[config.mk]
export PLATFORM = sky130hd
export DESIGN_NAME = exe_result_collector
export DESIGN_NICKNAME = d
export VERILOG_FILES = /design/src/rtl/exe_pkg.sv /design/src/rtl/exe_sync_fifo.sv /design/src/rtl/exe_result_collector.sv
export SDC_FILE = /design/constraint.sdc
export NUM_CORES = 1
export LEC_CHECK = 0
export BUFFER_PORTS_ARGS = -buffer_cell sky130_fd_sc_hd__buf_2
export CAP_MARGIN = 40
export CORE_ASPECT_RATIO = 0.75
export CORE_MARGIN = 1.5
export CORE_UTILIZATION = 35
export DETAILED_ROUTE_END_ITERATION = 8
export GPL_ROUTABILITY_DRIVEN = 0
export PLACE_DENSITY = 0.6
export SYNTH_ARGS = -nofsm -noshare
export SYNTH_HDL_FRONTEND = slang
export SYNTH_SLANG_ARGS = --single-unit
[constraint.sdc]
create_clock -name i_clk -period 13.3 [get_ports i_clk]
set_input_delay 2.66 -clock i_clk [delete_from_list [all_inputs] [get_ports i_clk]]
set_output_delay 2.66 -clock i_clk [all_outputs]
set_load 0.01 [all_outputs]
[src/rtl/exe_pkg.sv]
// Shared definitions for the execution unit and its result collector:
// status bit positions, the status word type and the opcode encodings.
package exe_pkg;

  localparam int STAT_ERROR = 0;
  localparam int STAT_ZERO  = 1;
  localparam int STAT_NEG   = 2;
  localparam int STAT_EVEN  = 3;

  typedef logic [3:0] exe_status_t;

  localparam logic [1:0] OP_ADD  = 2'b00;
  localparam logic [1:0] OP_CMP  = 2'b01;
  localparam logic [1:0] OP_SET  = 2'b10;
  localparam logic [1:0] OP_CONV = 2'b11;

endpackage

[src/rtl/exe_sync_fifo.sv]
// Synchronous show-ahead FIFO core: storage, pointers and occupancy count.
// The caller decides push/pop legality; the head word is read combinationally.
module exe_sync_fifo #(
  parameter int DATA_W = 36,
  parameter int DEPTH  = 8
) (
  input  logic                       i_clk,
  input  logic                       i_rst,
  input  logic                       i_push,
  input  logic [DATA_W-1:0]          i_data,
  input  logic                       i_pop,
  output logic [DATA_W-1:0]          o_data,
  output logic [$clog2(DEPTH+1)-1:0] o_count,
  output logic                       o_full,
  output logic                       o_empty
);

  localparam int PTR_W = $clog2(DEPTH);
  localparam int CNT_W = $clog2(DEPTH+1);
  localparam logic [CNT_W-1:0] FULL_CNT = CNT_W'(DEPTH);

  logic [DATA_W-1:0] r_mem [DEPTH];
  logic [PTR_W-1:0]  r_wr_ptr;
  logic [PTR_W-1:0]  r_rd_ptr;
  logic [CNT_W-1:0]  r_count;

  // Storage carries no reset; pointers and count alone define validity.
  always_ff @(posedge i_clk) begin
    if (i_push && !i_rst) begin
      r_mem[r_wr_ptr] <= i_data;
    end
  end

  always_ff @(posedge i_clk) begin
    if (i_rst) begin
      r_wr_ptr <= '0;
      r_rd_ptr <= '0;
      r_count  <= '0;
    end else begin
      if (i_push) r_wr_ptr <= r_wr_ptr + 1'b1;
      if (i_pop)  r_rd_ptr <= r_rd_ptr + 1'b1;
      case ({i_push, i_pop})
        2'b10:   r_count <= r_count + 1'b1;
        2'b01:   r_count <= r_count - 1'b1;
        default: r_count <= r_count;
      endcase
    end
  end

  assign o_data  = r_mem[r_rd_ptr];
  assign o_count = r_count;
  assign o_full  = (r_count == FULL_CNT);
  assign o_empty = (r_count == '0);

endmodule

[src/rtl/exe_result_collector.sv]
// Collects execution-unit results and status into a show-ahead FIFO and keeps
// aggregate health: sticky status OR, saturating error count, sticky overflow.
module exe_result_collector
  import exe_pkg::*;
#(
  parameter int WIDTH     = 32,
  parameter int DEPTH     = 8,
  parameter int ERR_CNT_W = 8
) (
  input  logic                       i_clk,
  input  logic                       i_rst,
  input  logic                       i_wr_valid,
  input  logic [WIDTH-1:0]           i_result,
  input  logic [3:0]                 i_status,
  input  logic                       i_rd_ready,
  output logic                       o_rd_valid,
  output logic [WIDTH-1:0]           o_rd_result,
  output logic [3:0]                 o_rd_status,
  output logic [$clog2(DEPTH+1)-1:0] o_count,
  output logic                       o_full,
  output logic                       o_empty,
  output logic                       o_overflow,
  input  logic                       i_clr,
  output logic [3:0]                 o_sticky,
  output logic [ERR_CNT_W-1:0]       o_err_cnt
);

  function automatic logic [ERR_CNT_W-1:0] sat_inc(input logic [ERR_CNT_W-1:0] v,
                                                   input logic inc);
    if (inc && (v != '1)) return v + 1'b1;
    return v;
  endfunction

  logic              w_full;
  logic              w_empty;
  logic              w_pop;
  logic              w_push;
  logic              w_drop;
  logic              w_err_inc;
  logic [WIDTH+3:0]  w_head;
  exe_status_t       r_sticky;
  logic              r_overflow;
  logic [ERR_CNT_W-1:0] r_err_cnt;

  // A full FIFO still accepts a write when the head leaves the same cycle.
  assign w_pop     = !w_empty && i_rd_ready;
  assign w_push    = i_wr_valid && (!w_full || w_pop);
  assign w_drop    = i_wr_valid && w_full && !w_pop;
  assign w_err_inc = i_wr_valid && i_status[STAT_ERROR];

  exe_sync_fifo #(
    .DATA_W (WIDTH + 4),
    .DEPTH  (DEPTH)
  ) u_fifo (
    .i_clk   (i_clk),
    .i_rst   (i_rst),
    .i_push  (w_push),
    .i_data  ({i_status, i_result}),
    .i_pop   (w_pop),
    .o_data  (w_head),
    .o_count (o_count),
    .o_full  (w_full),
    .o_empty (w_empty)
  );

  // Sticky state observes every write attempt, including dropped ones.
  always_ff @(posedge i_clk) begin
    if (i_rst) begin
      r_sticky   <= '0;
      r_overflow <= 1'b0;
      r_err_cnt  <= '0;
    end else begin
      r_sticky   <= (i_clr ? exe_status_t'(0) : r_sticky) | (i_wr_valid ? i_status : 4'b0000);
      r_overflow <= (i_clr ? 1'b0 : r_overflow) | w_drop;
      r_err_cnt  <= i_clr ? ERR_CNT_W'(w_err_inc) : sat_inc(r_err_cnt, w_err_inc);
    end
  end

  assign o_rd_valid  = !w_empty;
  assign o_rd_result = w_head[WIDTH-1:0];
  assign o_rd_status = w_head[WIDTH+3:WIDTH];
  assign o_full      = w_full;
  assign o_empty     = w_empty;
  assign o_overflow  = r_overflow;
  assign o_sticky    = r_sticky;
  assign o_err_cnt   = r_err_cnt;

endmodule

==> results.py <==
metrics = {
    "sta": {
        "timing.fmax_mhz": 172,
        "final_period_minus_worst_setup_slack_ns": 5.81,
        "final.setup.tns_ns": 0,
        "fin_hold_ws_ns": 0.471,
        "hold_viol": 0,
        "post-route-period-util_pct": 43.7,
        "rsz0062_at_grt": "no",
        "worst_slew_pin_slew_ns": 0.810,
        "slew_headroom_pct": 46.0,
        "fin_worst_skew_ns": 0.0194,
        "final_max_slew_viol_count": 0,
        "finalSetupViolations": 0,
    },
    "yosys": {
        "seq_area_frac_synth_pct": 76.3,
        "synthDominantCellAreaShare_pct": 72.0,
        "synthTopCellsByCount": "sky130_fd_sc_hd__edfxtp_1, sky130_fd_sc_hd__mux4_2, sky130_fd_sc_hd__mux2_2",
        "syn-cell-area_sq_um": 12000,
        "post_synth_main_area_contributors": "sky130_fd_sc_hd__edfxtp_1, sky130_fd_sc_hd__mux4_2, sky130_fd_sc_hd__dfxtp_1, sky130_fd_sc_hd__mux2_2, sky130_fd_sc_hd__ha_1",
        "average_cell_area_after_synthesis_sq_um": 21.6,
        "postSynthRegisterBits": 314,
        "yosys.cell_count.top_type": "sky130_fd_sc_hd__edfxtp_1",
        "synthesis.yosys.warnings": 0,
        "synthDominantAreaCellType": "sky130_fd_sc_hd__edfxtp_1",
        "mappedNetlistNets": 604,
        "synth_cell_types": 41,
        "post_synth_inst_count": 557,
        "number_of_synthesized_flops_with_an_enable_pin": 288,
        "synth-main-ff-cell": "sky130_fd_sc_hd__edfxtp_1",
        "asyncSetResetFlopFracSynth_pct": 0,
    },
    "global_route": {
        "global_route.overflow_total": 0,
        "grt_util_all_layers_pct": 14.2,
        "via_count_of_the_first_global_routing_pass": 6215,
        "antenna_found_initial": 5,
        "grt_pass1_wl_um": 37400,
        "pin_count_of_the_biggest_net_entering_global_routing": 56,
    },
    "power": {
        "ir_worst_vdd_mv": 0.0762,
        "powerDensity_nw_per_um2": 171,
        "p_leak_nw": 4.61,
    },
    "drt": {
        "drc": 0,
        "per_cell_routed_wire_length_um": 21.5,
        "detail_route.first_pass.iterations": 4,
        "total_routed_wirelength_um": 24800,
        "detailroute.via_count": 5835,
        "routed_via_density": 5.07,
        "drt.antenna.violating_nets": 0,
        "initial_drc_count": 533,
    },
    "floorplanning": {
        "fp.dieW_um": 217,
        "initial_utilization_pct": 35.7,
        "core.rowCount": 58,
        "dieHeight_um": 163,
        "num_io_pins": 97,
        "core_area_sq_um": 33700,
        "fp.dieArea_sq_um": 35500,
    },
    "clock_tree": {
        "post_cts_hold_buffer_count": 0,
        "tritoncts.num_buffers": 34,
        "clock-sinks": 314,
        "clk_root_buffer_cell": "sky130_fd_sc_hd__clkbuf_16",
        "worst_skew_pair.late_latency_ns": 0.50,
        "cts-root-to-sink-buffers": 3,
        "postCtsSetupRepairBufs": 0,
        "clock_tree.htree_level_count": 2,
        "tritoncts": "built",
        "post_cts_resize_count": 0,
        "worst_setup_hold_path_clk_slew_ns": 0.06,
    },
    "place": {
        "placed_area_sq_um": 13100,
        "dp_hpwl_um": 13500,
        "place.port_buffers": 96,
    },
    "critical_path": {
        "crit_fanout": 39,
        "critical_path_required_ns": 10.64,
        "worstSetupEndpointType": "primary output",
        "ff2ff_path_depth": 9,
        "critPathLaunchType": "flip-flop",
        "critical_path_arrival_ns": 3.15,
        "criticalPathCategory": "reg2out",
    },
    "layout": {
        "finalNetCount": 722,
        "layout-drive-gt1-share_pct": 39.7,
        "layout.cell_area.non_filler_sq_um": 14200,
        "area_growth_from_synthesis_to_final_layout_pct": 18.3,
    },
    "run": {
        "timing.max_cap.violations": 0,
    },
    "min_path": {
        "hold_class": "reg2reg",
        "hold_path_depth": 2,
    },
    "outcome": {
        "result_of_the_run": "complete, no violations",
    },
}
## cell families after synthesis
family          after synthesis  synth area share (%)
compound gates               24                  1.27
xor+xnor                      7                 0.510
mux                         114                  17.4
flops                       314                  76.3
fa+ha+maj                     6                 0.625
buf+inv                      31                  1.20
simple gates                 61                  2.74
## where the power goes
part | total, mW | internal (mW) | switching (mW)
registers | 1.14 | 1.10 | 0.0406
logic | 0.364 | 0.197 | 0.167
clock network | 0.929 | 0.576 | 0.353
## cell type report
| type | instances | area [sq um] |
|---|---|---|
| Timing Repair Buffer | 107 | 583 |
| Tap cell | 450 | 563 |
| Antenna cell | 3 | 7.51 |
| Fill cell | 2936 | 19500 |
| Clock buffer | 40 | 895 |
| Inverter | 6 | 22.5 |
| Clock inverter | 19 | 214 |
| Sequential cell | 314 | 9180 |
| Multi-Input combinational cell | 212 | 2750 |
## final timing paths
path,from,endpoint,slack (ns)
min,o_sticky[0],o_sticky[0],0.47
max reg2reg,u_fifo.o_count[0],u_fifo.o_count[2],10.45
min reg2reg,o_sticky[0],o_sticky[0],0.47
max,flip-flop,o_rd_result[30],7.49
## stage by stage
step                      cells  setup WS, ns  util [%]  power, mW
after detailed placement   1089          7.89      38.9       1.54
after CTS                  1148          7.35      42.2       2.47
after floorplan             557          6.17         -       1.42
after global routing       1148          7.20      42.2       2.54
after global placement     1088          7.94      38.8       1.52
final                      1151          7.49      42.2       2.44
## placed cells by master, fill, tap and decap left out, drive strengths merged, types with 6 or more instances in the layout
cell and count:
a21oi 9, buf 107, clkbuf 40, clkinv 13, dfxtp 26, edfxtp 288, ha 6, inv 7
mux2 37, mux4 72, nand2 10, nor2 17, nor4 6, xor2 6
## registers in the layout, indices dropped and copies added, names as in the netlist, named ones only
signal,flops
u_fifo.r_rd_ptr,3
u_fifo.o_count,4
o_sticky,4
o_overflow,1
u_fifo.r_wr_ptr,3
o_err_cnt,8
u_fifo.r_mem,288
## critical path, cell delays in order, from the launching register on
cell and delay (ns):
sky130_fd_sc_hd__dfxtp_4 0.80, sky130_fd_sc_hd__buf_4 0.76, sky130_fd_sc_hd__mux4_2 0.59, sky130_fd_sc_hd__mux2_2 0.30, sky130_fd_sc_hd__buf_2 0.15
## routing by layer
layer	up-vias	part of all wire, %	global-route usage, %
li1	2555	-	-
met1	3065	43	18.6
met2	158	48	23.1
met3	51	6.0	3.69
met4	6	2.3	4.64
met5	-	0.16	0
Power figures use the tool's default switching activity.
